**src/rtl/disp_wdata_burst_slicer_pkg.sv**
```systemverilog
// -----------------------------------------------------------------------------
// disp_wdata_burst_slicer_pkg
//   Shared constants for the display write-data burst slicer.
//   - MAX_BURST_LEN_LIMIT : largest legal MaxBurstLen (AXI-style 256 beats)
//   - BLEN_W              : width of a burst-length record, clog2(256) = 8
//   - REC_FIFO_DEPTH      : number of burst records buffered toward the
//                           address/accounting side
//   - burst_len_legal()   : elaboration-time range check for MaxBurstLen
// -----------------------------------------------------------------------------
package disp_wdata_burst_slicer_pkg;

  localparam int unsigned MAX_BURST_LEN_LIMIT = 256;
  localparam int unsigned BLEN_W              = $clog2(MAX_BURST_LEN_LIMIT);
  localparam int unsigned REC_FIFO_DEPTH      = 2;

  function automatic bit burst_len_legal(input int unsigned len);
    return (len >= 1) && (len <= MAX_BURST_LEN_LIMIT);
  endfunction

endpackage

```
**src/rtl/disp_wdata_burst_slicer_rec.sv**
```systemverilog
// -----------------------------------------------------------------------------
// disp_burst_rec_fifo
//   Two-entry first-word-fall-through FIFO for burst-length records. The head
//   entry is a register, so o_valid/o_data come straight from flops and rise
//   the cycle after a push into an empty FIFO.
//
// Ports
//   i_clk, i_rst      clock, asynchronous active-high reset
//   i_push, i_data    write side (caller guarantees no push when full
//                     unless a pop happens in the same cycle)
//   o_valid, o_data   registered head entry
//   i_ready           consumer accepts head when o_valid && i_ready
//   o_count           occupancy, 0..2
// -----------------------------------------------------------------------------
module disp_burst_rec_fifo
  import disp_wdata_burst_slicer_pkg::*;
#(
  parameter int Width = 8
) (
  input  logic             i_clk,
  input  logic             i_rst,
  input  logic             i_push,
  input  logic [Width-1:0] i_data,
  output logic             o_valid,
  output logic [Width-1:0] o_data,
  input  logic             i_ready,
  output logic [1:0]       o_count
);

  logic [Width-1:0] r_head;
  logic [Width-1:0] r_tail;
  logic [1:0]       r_cnt;
  logic             w_pop;

  assign w_pop = (r_cnt != 2'd0) && i_ready;

  always_ff @(posedge i_clk or posedge i_rst) begin
    if (i_rst) begin
      r_head <= '0;
      r_tail <= '0;
      r_cnt  <= 2'd0;
    end else begin
      unique case ({i_push, w_pop})
        2'b10: begin
          if (r_cnt == 2'd0) r_head <= i_data;
          else               r_tail <= i_data;
          r_cnt <= r_cnt + 2'd1;
        end
        2'b01: begin
          // Tail slides into the head; with one entry the head simply goes
          // invalid and its stale contents are never presented.
          r_head <= r_tail;
          r_cnt  <= r_cnt - 2'd1;
        end
        2'b11: begin
          // Occupancy unchanged; with one entry the new record replaces the
          // departing head directly.
          if (r_cnt == 2'd1) begin
            r_head <= i_data;
          end else begin
            r_head <= r_tail;
            r_tail <= i_data;
          end
        end
        default: ;
      endcase
    end
  end

  assign o_valid = (r_cnt != 2'd0);
  assign o_data  = r_head;
  assign o_count = r_cnt;

  // Depth is fixed at two by the storage above.
  if (REC_FIFO_DEPTH != 2) begin : g_bad_depth
    $error("disp_burst_rec_fifo supports a depth of exactly 2");
  end

endmodule

```
**src/rtl/disp_wdata_burst_slicer.sv**
```systemverilog
// -----------------------------------------------------------------------------
// disp_wdata_burst_slicer
//   Consumes the display data driver stream (SDATA/SVALID/SREADY/SLAST) and
//   slices each transfer into write bursts of at most MaxBurstLen beats.
//   WLAST marks every burst end (length limit or transfer end) and one
//   burst-length record (BLEN = beats - 1) is queued per burst.
//
//   The W channel is a registered output stage plus a one-entry skid, so
//   SREADY is a function of flops only (never of WREADY or SVALID).
//
// Ports
//   CLK, RESET                 clock, asynchronous active-high reset
//   SDATA/SVALID/SREADY/SLAST  input beat stream
//   WDATA/WVALID/WREADY/WLAST  registered write-data channel
//   BLEN/BVALID/BREADY         burst-length record channel (FWFT, 2 deep)
//
// Optional build macro DISP_BURST_STAT_EN adds:
//   STAT_BURSTS  saturating count of records pushed
//   STAT_STALL   saturating count of cycles with SVALID && !SREADY
// -----------------------------------------------------------------------------
module disp_wdata_burst_slicer
  import disp_wdata_burst_slicer_pkg::*;
#(
  parameter int DataWidth     = 32,
  parameter int MaxBurstLen   = 16,
  parameter int BurstLenWidth = BLEN_W
) (
  input  logic                     CLK,
  input  logic                     RESET,
  input  logic [DataWidth-1:0]     SDATA,
  input  logic                     SVALID,
  output logic                     SREADY,
  input  logic                     SLAST,
  output logic [DataWidth-1:0]     WDATA,
  output logic                     WVALID,
  input  logic                     WREADY,
  output logic                     WLAST,
  output logic [BurstLenWidth-1:0] BLEN,
  output logic                     BVALID,
  input  logic                     BREADY
`ifdef DISP_BURST_STAT_EN
  ,
  output logic [31:0]              STAT_BURSTS,
  output logic [31:0]              STAT_STALL
`endif
);

  localparam logic [BurstLenWidth:0] LastBeatIdx = (BurstLenWidth+1)'(MaxBurstLen - 1);
  localparam logic [BurstLenWidth:0] BeatOne     = (BurstLenWidth+1)'(1);
  localparam logic [1:0]             RecDepth    = 2'(REC_FIFO_DEPTH);

  if (!burst_len_legal(MaxBurstLen)) begin : g_bad_len
    $error("MaxBurstLen must be in 1..256");
  end

  // ---------------------------------------------------------------------------
  // Accept / burst slicing
  // ---------------------------------------------------------------------------
  logic [BurstLenWidth:0] r_beat;       // beats accepted in the current burst
  logic                   r_rdy_en;     // holds SREADY low through reset
  logic [1:0]             w_rec_cnt;
  logic                   w_acc;
  logic                   w_burst_end;

  logic                   r_skid_vld;
  logic [DataWidth-1:0]   r_skid_data;
  logic                   r_skid_last;

  assign SREADY      = r_rdy_en && !r_skid_vld && (w_rec_cnt < RecDepth);
  assign w_acc       = SVALID && SREADY;
  // SLAST on the length-limit beat still yields a single burst end.
  assign w_burst_end = SLAST || (r_beat == LastBeatIdx);

  always_ff @(posedge CLK or posedge RESET) begin
    if (RESET) begin
      r_rdy_en <= 1'b0;
      r_beat   <= '0;
    end else begin
      r_rdy_en <= 1'b1;
      if (w_acc) r_beat <= w_burst_end ? '0 : r_beat + BeatOne;
    end
  end

  // ---------------------------------------------------------------------------
  // W output register + skid
  // ---------------------------------------------------------------------------
  logic                 r_wvalid;
  logic                 r_wlast;
  logic [DataWidth-1:0] r_wdata;
  logic                 w_out_free;

  // Output register can take a beat this edge: empty, or draining now.
  assign w_out_free = !r_wvalid || WREADY;

  always_ff @(posedge CLK or posedge RESET) begin
    if (RESET) begin
      r_wvalid    <= 1'b0;
      r_wlast     <= 1'b0;
      r_wdata     <= '0;
      r_skid_vld  <= 1'b0;
      r_skid_data <= '0;
      r_skid_last <= 1'b0;
    end else if (w_out_free) begin
      if (r_skid_vld) begin
        // SREADY is low while the skid is full, so no new beat competes here.
        r_wvalid   <= 1'b1;
        r_wdata    <= r_skid_data;
        r_wlast    <= r_skid_last;
        r_skid_vld <= 1'b0;
      end else if (w_acc) begin
        r_wvalid <= 1'b1;
        r_wdata  <= SDATA;
        r_wlast  <= w_burst_end;
      end else begin
        r_wvalid <= 1'b0;
      end
    end else if (w_acc) begin
      r_skid_vld  <= 1'b1;
      r_skid_data <= SDATA;
      r_skid_last <= w_burst_end;
    end
  end

  assign WVALID = r_wvalid;
  assign WDATA  = r_wdata;
  assign WLAST  = r_wlast;

  // ---------------------------------------------------------------------------
  // Burst-length records
  // ---------------------------------------------------------------------------
  logic                     w_rec_push;
  logic [BurstLenWidth-1:0] w_rec_blen;

  assign w_rec_push = w_acc && w_burst_end;
  assign w_rec_blen = r_beat[BurstLenWidth-1:0];

  disp_burst_rec_fifo #(
    .Width (BurstLenWidth)
  ) u_rec_fifo (
    .i_clk   (CLK),
    .i_rst   (RESET),
    .i_push  (w_rec_push),
    .i_data  (w_rec_blen),
    .o_valid (BVALID),
    .o_data  (BLEN),
    .i_ready (BREADY),
    .o_count (w_rec_cnt)
  );

`ifdef DISP_BURST_STAT_EN
  // ---------------------------------------------------------------------------
  // Saturating statistics
  // ---------------------------------------------------------------------------
  logic [31:0] r_stat_bursts;
  logic [31:0] r_stat_stall;

  always_ff @(posedge CLK or posedge RESET) begin
    if (RESET) begin
      r_stat_bursts <= '0;
      r_stat_stall  <= '0;
    end else begin
      if (w_rec_push && (r_stat_bursts != '1))
        r_stat_bursts <= r_stat_bursts + 32'd1;
      if (SVALID && !SREADY && (r_stat_stall != '1))
        r_stat_stall <= r_stat_stall + 32'd1;
    end
  end

  assign STAT_BURSTS = r_stat_bursts;
  assign STAT_STALL  = r_stat_stall;
`endif

endmodule
```
**config.mk**
```make
export PLATFORM = sky130hd
export DESIGN_NAME = disp_wdata_burst_slicer
export DESIGN_NICKNAME = d
export VERILOG_FILES = /design/src/rtl/disp_wdata_burst_slicer_pkg.sv /design/src/rtl/disp_wdata_burst_slicer_rec.sv /design/src/rtl/disp_wdata_burst_slicer.sv
export SDC_FILE = /design/constraint.sdc
export NUM_CORES = 1
export LEC_CHECK = 0
export CAP_MARGIN = 20
export CELL_PAD_IN_SITES_DETAIL_PLACEMENT = 1
export CELL_PAD_IN_SITES_GLOBAL_PLACEMENT = 1
export CORE_MARGIN = 4
export CORE_UTILIZATION = 41
export DETAILED_ROUTE_END_ITERATION = 8
export PLACE_DENSITY = 0.9
export SLEW_MARGIN = 25
export SYNTH_ARGS = -nofsm -noshare
export SYNTH_HDL_FRONTEND = slang
export SYNTH_HIERARCHICAL = 1
export SYNTH_SLANG_ARGS = --single-unit
export TNS_END_PERCENT = 1
```
**constraint.sdc**
```tcl
create_clock -name CLK -period 2.94 [get_ports CLK]
set_input_delay 0.588 -clock CLK [delete_from_list [all_inputs] [get_ports CLK]]
set_output_delay 0.588 -clock CLK [all_outputs]
set_load 0.01 [all_outputs]
```
After elaboration in Yosys (flattened, before gate mapping) --
Index checks and enable logic that the tools add are counted.
Storage, ports and cells: output and inout bits 44, word-level logic and storage cells 60, bits in registers 96, input port bits 38
Operators by class: bitwise operators 1, reductions and logical operators 20, eq/ne operators 8, add/sub/neg operators 3, mux-type cells 16, order comparisons 1
Operators by type and width (count):
- 32-bit 2-to-1 mux | 2
- 8-bit 2-to-1 mux | 4
- 8-bit one-hot mux with 3 select lines | 1
- 8-bit one-hot mux with 2 select lines | 1
- 2-bit nonzero test | 5
- 9-bit by 1-bit adder with 9-bit output, second input constant | 1
- 9-bit by 4-bit == test with 1-bit output, second input constant | 1
- 9-bit 2-to-1 mux | 1
- 1-bit 2-to-1 mux | 6
- 2-bit AND reduction | 3
- 1-bit logical AND | 5
- 2-bit by 1-bit == test with 1-bit output, second input constant | 2
- 2-bit == test, second input constant | 2
- 2-bit inequality test, second input constant | 2
- 2-bit one-hot mux with 2 select lines | 1
- 3-bit AND reduction | 1
- 3-bit nonzero test | 1
- 2-bit by 1-bit adder with 2-bit output, second input constant | 1
- 1-bit logical NOT | 2
- 2-bit logical NOT | 1
- 1-bit logical OR | 2
- 2-bit less-than comparator, second input constant | 1
- 2-bit by 1-bit inequality test with 1-bit output, second input constant | 1
- 2-bit by 1-bit subtractor with 2-bit output, second input constant | 1
- 1-bit NOT | 1

Depth between registers and ports, before layout --
Gate-level depths: netlist of run 1.
word-level depth 8, mapped depth 10, depth with buffers taken out 9

By module --
Netlist of run 1, hierarchy kept.
Modules (own cells, without submodules):
- disp_wdata_burst_slicer | seq. area each 1951.9 um^2, area an instance 3439.5 um^2, instances 1, cells each 278
- disp_burst_rec_fifo | seq. area each 450.4 um^2, area an instance 914.6 um^2, instances 1, cells each 86

Worst setup path before layout of run 1 --
Ideal clock, no wire load.
path type reg-to-reg, from register r_beat[0], to register u_rec_fifo.r_tail[0], clock period less this slack 2.663 ns, buffers on the path 1, data required time 2.815 ns, library setup time 0.125 ns, arrival time 2.539 ns, slack 0.277 ns, stages on the path, launching flop included 10, cell sequence dfrtp_1 > ha_1 > and2_1 > a31oi_1 > nor2_1 > ha_1 > and2_4 > buf_6 > a211oi_4 > mux2_2
On the way: cells in the longest elaborated chain, start to end 6, elaborated cells on any way between the ends 12, classes of those cells eq/ne: 5; mux: 3; reduce/logical: 4
RTL lines:
- start: declaration | line disp_wdata_burst_slicer.sv:59 | logic [BurstLenWidth:0] r_beat;
- start signal: assignment | line disp_wdata_burst_slicer.sv:80 | if (w_acc) r_beat <= w_burst_end ? '0 : r_beat + BeatOne;
- 9-bit by 4-bit == test with 1-bit output * | line disp_wdata_burst_slicer.sv:72 | assign w_burst_end = SLAST || (r_beat == LastBeatIdx);
- 1-bit logical OR * | line disp_wdata_burst_slicer.sv:72
- 1-bit logical AND * | line disp_wdata_burst_slicer.sv:134 | assign w_rec_push = w_acc && w_burst_end;
- net w_rec_push | line disp_wdata_burst_slicer.sv:131 | logic w_rec_push;
- 2-bit == test | line disp_wdata_burst_slicer_rec.sv:43 | unique case ({i_push, w_pop})
- 2-bit inequality test (no line) or 2-bit nonzero test (tied branches)
- 3-bit AND reduction (no line)
- end signal: assignment | line disp_wdata_burst_slicer_rec.sv:46 | else r_tail <= i_data;
- end signal: assignment | line disp_wdata_burst_slicer_rec.sv:62 | r_tail <= i_data;
- end: declaration | line disp_wdata_burst_slicer_rec.sv:31 | logic [Width-1:0] r_tail;
The timed path passes the listed nets; every way through them passes the cells marked *. The select of a mux whose other input is x is not followed. A chain may end at the register's enable or synchronous reset.

Final worst setup path of run 1 --
from register r_beat[0], to register u_rec_fifo.r_tail[4]
Same word-level chain as after synthesis.

==> results of run 1 <==
-- worst paths after layout --
path	slack [ns]	to	startpoint	cells after the start
max	0.21	u_rec_fifo/r_tail[4]$_DFFE_PP0P_	r_beat[0]$_DFFE_PP0P_	8
min	0.50	WDATA[2]$_DFFE_PP0P_	WDATA[2]$_DFFE_PP0P_	2
max reg2reg	0.21	u_rec_fifo/r_tail[4]$_DFFE_PP0P_	r_beat[0]$_DFFE_PP0P_	8
min reg2reg	0.50	WDATA[2]$_DFFE_PP0P_	WDATA[2]$_DFFE_PP0P_	2
max in group asynchronous	1.65	r_skid_data[22]$_DFFE_PP0P_	RESET	3
min in group asynchronous	0.65	WDATA[2]$_DFFE_PP0P_	RESET	2
-- tightest hold or removal path, cell delays in order, from the launching register on --
cell	delay, ns
dfrtp_1	0.35
nand2_1	0.05
o21ai_1	0.06
-- power by group through the flow --
| stage | sequential (mW) | clock [mW] | combinational, mW |
|---|---|---|---|
| after CTS | 2.23 | 0.903 | 1.92 |
| after global placement | 2.20 | 0 | 1.82 |
| after global routing | 2.30 | 0.961 | 2.06 |
| final | 2.22 | 0.880 | 1.89 |
| after detailed placement | 2.24 | 0 | 1.91 |
| after floorplan | 2.28 | 0 | 0.892 |
-- logic make-up (layout without fill, tap and decap cells) --
family          count (synthesis)  in the layout  share of synthesized area (%)
fa+ha+maj                       7              7                           2.01
flops                          96             96                           55.2
other cells                     1              1                         0.0861
mux                            74             74                           20.6
buf+inv                        28            112                           3.62
compound gates                 66             66                           8.36
simple gates                   85             85                           8.71
xor+xnor                        7              7                           1.41
-- stage by stage --
stage	hold slack (ns)	power, mW	area (um^2)	worst slack (ns)	util [%]
floorplan	0.450	3.18	4350	0.277	-
global placement	0.463	4.02	5320	0.215	51.5
detailed placement	0.484	4.15	5320	0.0954	51.5
CTS	0.507	5.05	5510	0.212	53.4
global route	0.526	5.32	5510	0.0450	53.4
finish	0.497	4.99	5510	0.211	53.4
-- layer usage --
layer | share of wire, % | GRT usage [%]
met5 | 0 | 0
met4 | 0.76 | 2.68
met3 | 6.4 | 5.90
met2 | 49 | 29.2
met1 | 44 | 22.0
-- synthesized netlist by cell type (2+ instances only) --
library cell	instances
buf_1	2
nor2_1	22
xnor2_1	6
inv_1	9
clkbuf_1	4
a31oi_1	9
mux2_2	14
ha_1	7
nand3_1	4
buf_4	2
buf_6	5
o21ai_0	20
buf_2	6
mux2_4	28
nand2_1	42
o21ai_1	34
nor2b_1	3
dfrtp_1	96
mux2i_1	32
nor3_1	4
-- registers in the layout, summed over array words and instances, names as in the netlist --
| name | flops |
|---|---|
| u_rec_fifo/o_data | 8 |
| u_rec_fifo/r_tail | 8 |
| WDATA | 32 |
| WLAST | 1 |
| r_skid_data | 32 |
| u_rec_fifo/o_count | 2 |
| WVALID | 1 |
| r_beat | 9 |
| r_rdy_en | 1 |
| r_skid_last | 1 |
| r_skid_vld | 1 |
-- cells in the final DEF (no fill, tap or decap), types with 3 or more instances in the layout --
| master | count |
|---|---|
| a31oi_1 | 9 |
| buf_12 | 3 |
| buf_4 | 4 |
| clkbuf_8 | 9 |
| clkdlybuf4s50_1 | 81 |
| dfrtp_1 | 95 |
| ha_1 | 7 |
| inv_1 | 8 |
| mux2_2 | 14 |
| mux2_4 | 28 |
| mux2i_1 | 32 |
| nand2_1 | 42 |
| nand3_1 | 4 |
| nor2_1 | 22 |
| nor2b_1 | 3 |
| nor3_1 | 4 |
| o21ai_0 | 20 |
| o21ai_1 | 33 |
| xnor2_1 | 6 |
-- cell type report --
cell class | count | area share (%)
Sequential cell | 96 | 43.6
Inverter | 9 | 0.636
Timing Repair Buffer | 88 | 16.4
Clock inverter | 5 | 1.20
Multi-Input combinational cell | 240 | 32.8
Clock buffer | 10 | 2.32
Tap cell | 136 | 3.09
==> impl_metrics.csv, run 1 <==
group,metric,value,unit
run_status,status,"completed",
setup_path,crit_required,3.17,ns
global_routing,grt_overflow,0,
routing,vias_per_cell,5.15,
timing,fin_setup_tns,0,ns
routing,dr_total_vias,3009,
setup_path,endpoint_kind,"flop",
setup_path,critPathMostFrequentCell,"ha_1",
power_and_ir_drop,internal-power,3.36,mW
setup_path,critPathSlowestCell,"a211oi_4",
yosys,synth.top_cell.area_share,55.2,%
place,place_congestion,0.859,
clock_network,cts.sinks,96,
timing,max_freq,0.366,GHz
clock_network,cts.path.max_buffers,2,
clock_network,cts_setup_buffers,0,
min_path,min_path_type,"reg2reg",
power_and_ir_drop,comb_power_share,37.8,%
global_routing,antenna_found_initial,0,
clock_network,root_buffer,"clkbuf_8",
floorplan,ioPinCount,82,
timing,hold_viol_final,0,
timing,post-route-min-period,2.73,ns
setup_path,cp.arrival,2.96,ns
timing,rsz0062_at_grt,"no",
global_routing,grt_max_degree,67,
setup_path,path_delay_family,"compound AO/OA/AOI/OAI gates",
yosys,synth_area_leaders,"dfrtp_1 55%, mux2_4 9.7%, mux2i_1 7.4%",
finish,fill_cells,1091,
finish,final-seq-area,2400,um^2
run,maxCapViolCount,0,
timing,setup_viol,0,
clock_network,worstSkewPairLatency,0.35,ns
timing,skew,0.0132,ns
yosys,syn_area,4350,um^2
yosys,ys_seq_area_share,55.2,%
yosys,synth_top_area_cell,"dfrtp_1",
global_routing,grt_pass1_wl,17.5,mm
routing,routed_wl,10.4,mm
power_and_ir_drop,pwr-share-seq,44.5,%
routing,first_iter_violations,72,
floorplan,start_util,42.2,%
finish,finalNonFillerCells,584,
finish,syn2layout_area_growth,26.5,%
timing,finalMaxSlewViolations,0,
power_and_ir_drop,ir_worst_vdd,0.518,mV
setup_path,critical_path_class,"reg2reg",
yosys,netlist-cell-type-count,35,
clock_network,cts_tree,"done",
clock_network,clk_transition_reported_paths,0.10,ns
timing,min_period_over_period,92.8,%
routing,ant_nets,0,
setup_path,critical_path_peak_fanout,9,
setup_path,cp.buffers_inverters,0,
yosys,synth_area_per_cell,12.0,um^2
yosys,async_flop_share,100,%
power_and_ir_drop,switchingPower,1.63,mW
clock_network,ctsHoldBuffers,0,
yosys,synth_top_flop_cell,"dfrtp_1",
floorplan,row_count,37,
setup_path,slowest_delay,0.46,ns
power_and_ir_drop,swShare,32.6,%
clock_network,htree_levels,3,
floorplan,dieArea,12300,um^2
yosys,synth_edf_count,0,
floorplan,die_h,111,um
routing,drc,0,
power_and_ir_drop,leakage,2.43,nW
power_and_ir_drop,p_clk_share,17.6,%
power_and_ir_drop,powerDensity,906,nW/um^2
floorplan,die_w,111,um
yosys,yosysWarnings,6,
clock_network,cts-buffers-inserted,9,
yosys,synth_fp_nets,409,
setup_path,crit_path_cell_trace,"ha_1 -> and2_1 -> a31oi_1 -> nor2_1 -> ha_1 -> and2_4 -> a211oi_4 -> mux2_2",
place,place.port_buffers,81,
global_routing,grt.total_usage,17.3,%
timing,worst_slew_pin_slew,0.684,ns
finish,drive_gt1_share,15.4,%
finish,diodes,0,
global_routing,grt_pass1_vias,3447,
routing,wl_per_cell,17.7,um
finish,final_nets,489,
clock_network,ctsResizeCount,0,
routing,dr.pass1.iters,4,
setup_path,crit_path_start_kind,"flop",
place,dp_cells,569,
timing,slew_headroom,54.3,%
yosys,netlist_instances,364,
yosys,ys_ff_latch,96,
floorplan,core_area,10300,um^2
place,hpwl,7.44,mm
finish,multi_input_area,1810,um^2
(Power assumes the default switching activity.)
==> run 2: changes to the inputs <==
--- a/config.mk
+++ b/config.mk
@@ -9,12 +9,12 @@
 export CELL_PAD_IN_SITES_DETAIL_PLACEMENT = 1
 export CELL_PAD_IN_SITES_GLOBAL_PLACEMENT = 1
 export CORE_MARGIN = 4
-export CORE_UTILIZATION = 41
+export CORE_UTILIZATION = 42
 export DETAILED_ROUTE_END_ITERATION = 8
-export PLACE_DENSITY = 0.9
+export PLACE_DENSITY = 0.91
+export REMOVE_ABC_BUFFERS = 1
 export SLEW_MARGIN = 25
 export SYNTH_ARGS = -nofsm -noshare
 export SYNTH_HDL_FRONTEND = slang
-export SYNTH_HIERARCHICAL = 1
 export SYNTH_SLANG_ARGS = --single-unit
 export TNS_END_PERCENT = 1
==> run 2 against run 1 <==
  * Sequential share of layout area shrank 0.25 points
  * Register-to-register slack gained 0.06 ns
  * Non-clock buffer count grew 1
  * Wire length shrank 1.4%
  * Final cell count shrank 3.8%
  * Die area shrank 2.7%
  * Highest routed layer unchanged
==> impl_metrics.csv, run 2 <==
group,metric,value,unit
place,dp_cells,547,
power_and_ir_drop,ir_worst_vdd,0.401,mV
timing,rsz0062_at_grt,"no",
clock_network,ctsHoldBuffers,0,
routing,dr.pass1.iters,4,
clock_network,root_buffer,"clkbuf_8",
timing,setup_viol,0,
routing,dr_total_vias,2915,
yosys,ys_seq_area_share,55.5,%
routing,routed_wl,10.2,mm
global_routing,grt_max_degree,59,
clock_network,cts_setup_buffers,0,
floorplan,start_util,43.7,%
yosys,netlist_instances,342,
finish,layout_commonest_cell,"dfrtp_1",
yosys,async_flop_share,100,%
finish,syn2layout_area_growth,28.0,%
global_routing,grt.total_usage,18.4,%
routing,wl_per_cell,18.2,um
setup_path,critical_path_peak_fanout,8,
floorplan,die_h,110,um
yosys,synth.top_cell.area_share,55.5,%
clock_network,htree_levels,3,
place,placed_area,5310,um^2
setup_path,endpoint_kind,"flop",
run,maxCapViolCount,0,
finish,final_nets,469,
timing,finalMaxSlewViolations,0,
clock_network,cts.sinks,96,
yosys,synth_area_leaders,"dfrtp_1 55%, mux2_4 9.7%, mux2i_1 7.6%",
routing,first_iter_violations,49,
finish,drive_gt1_share,17.9,%
finish,final_cell_mix,"95 x dfrtp_1, 81 x clkdlybuf4s50_1, 47 x nand2_1",
yosys,synth_area_per_cell,12.7,um^2
setup_path,cp.arrival,2.92,ns
timing,min_period_over_period,90.7,%
global_routing,grt_overflow,0,
floorplan,core_area,9910,um^2
timing,max_freq,0.375,GHz
floorplan,ioPinCount,82,
finish,finalInstanceArea,5540,um^2
routing,ant_nets,0,
place,place_congestion,0.826,
yosys,netlist-cell-type-count,37,
finish,fill_cells,1008,
finish,diodes,0,
floorplan,row_count,36,
min_path,min_path_type,"reg2reg",
yosys,ys_ff_latch,96,
place,hpwl,7.20,mm
clock_network,cts_tree,"done",
yosys,yosysWarnings,0,
power_and_ir_drop,powerDensity,890,nW/um^2
yosys,synth_top_flop_cell,"dfrtp_1",
power_and_ir_drop,leakage,2.49,nW
global_routing,grt_pass1_vias,3426,
finish,utilization,55.9,%
timing,hold_viol_final,0,
run_status,status,"completed",
yosys,synth_edf_count,0,
setup_path,crit_required,3.19,ns
setup_path,critical_path_class,"reg2reg",
timing,fin_setup_tns,0,ns
clock_network,worstSkewPairLatency,0.36,ns
timing,worst_slew_pin_slew,0.620,ns
power_and_ir_drop,p_total,4.93,mW
global_routing,antenna_found_initial,0,
floorplan,dieArea,12000,um^2
routing,vias_per_cell,5.19,
floorplan,die_w,110,um
routing,drc,0,
global_routing,grt_pass1_wl,17.0,mm
finish,finalNonFillerCells,562,
yosys,synth_top_area_cell,"dfrtp_1",
clock_network,cts.path.max_buffers,2,
timing,slew_headroom,58.7,%
place,place.port_buffers,81,
yosys,yosysMostFrequentCell,"dfrtp_1",
timing,post-route-min-period,2.67,ns
clock_network,cts-buffers-inserted,9,
yosys,syn_area,4330,um^2
yosys,synth_common_cells,"96 x dfrtp_1, 47 x nand2_1, 37 x o21ai_0",
setup_path,crit_path_start_kind,"flop",
timing,skew,0.0119,ns
clock_network,clk_transition_reported_paths,0.09,ns
clock_network,ctsResizeCount,0,
==> run 2: stage by stage <==
stage	setup slack (ns)	hold slack, ns
after floorplan	-1.16	0.450
after global placement	0.241	0.463
after detailed placement	0.142	0.473
after CTS	0.262	0.492
after global routing	0.145	0.522
final	0.273	0.485
==> run 2: path summary, 6_finish.rpt <==
kind / start / end / slack (ns) / cells past startpoint
worst min-delay path: WDATA[24]$_DFFE_PP0P_ / WDATA[24]$_DFFE_PP0P_ / 0.48 / 2
worst max register to register: r_beat[1]$_DFFE_PP0P_ / u_rec_fifo.o_data[5]$_DFFE_PP0P_ / 0.27 / 9
worst min register to register: WDATA[24]$_DFFE_PP0P_ / WDATA[24]$_DFFE_PP0P_ / 0.48 / 2
min in group asynchronous: RESET / r_beat[1]$_DFFE_PP0P_ / 0.62 / 2
worst max-delay path: r_beat[1]$_DFFE_PP0P_ / u_rec_fifo.o_data[5]$_DFFE_PP0P_ / 0.27 / 9
max in group asynchronous: RESET / r_skid_data[13]$_DFFE_PP0P_ / 1.65 / 3
==> run 2: kinds of logic after synthesis <==
logic type	share of synthesized area, %
and+or+nand+nor	8.04
xor gates and xnor gates	1.62
DFF	55.5
other	0.0866
AOI/OAI and AO/OA	7.17
adders and majority gates	1.73
buffers and inverters	3.32
muxes	22.5
==> run 2: cell type report <==
type                       count  area (um^2)  area share [%]
timing repair buffer          89          908            16.4
clock inverter                 3         90.1            1.63
inverter                       8         32.5           0.587
clock buffer                  12          145            2.62
sequential                    96         2400            43.4
tap                          133          166            3.00
multi-input combinational    221         1790            32.4
==> run 2: report_power, final <==
part           total [mW]  switching (mW)  leakage [nW]  internal, mW
logic                1.73           0.719          1.16          1.01
clock network        1.02           0.435         0.117         0.585
registers            2.18           0.343          1.22          1.84
==> run 2: per-layer routing <==
metal	vias up	track usage, %	wire length (um)
li1	1346	-	-
met1	1480	21.1	4090
met2	70	31.3	5170
met3	19	7.16	754
met4	0	6.59	194
met5	-	0	0
==> run 2: critical path, cell delays in order, from the launching register on <==
cell and delay, ns:
dfrtp_1 0.47, ha_1 0.24, and4b_1 0.19, a21oi_2 0.32, nor2_1 0.15, ha_1 0.23
nor2b_1 0.14, o21a_1 0.26, a22o_1 0.27, mux2_2 0.27
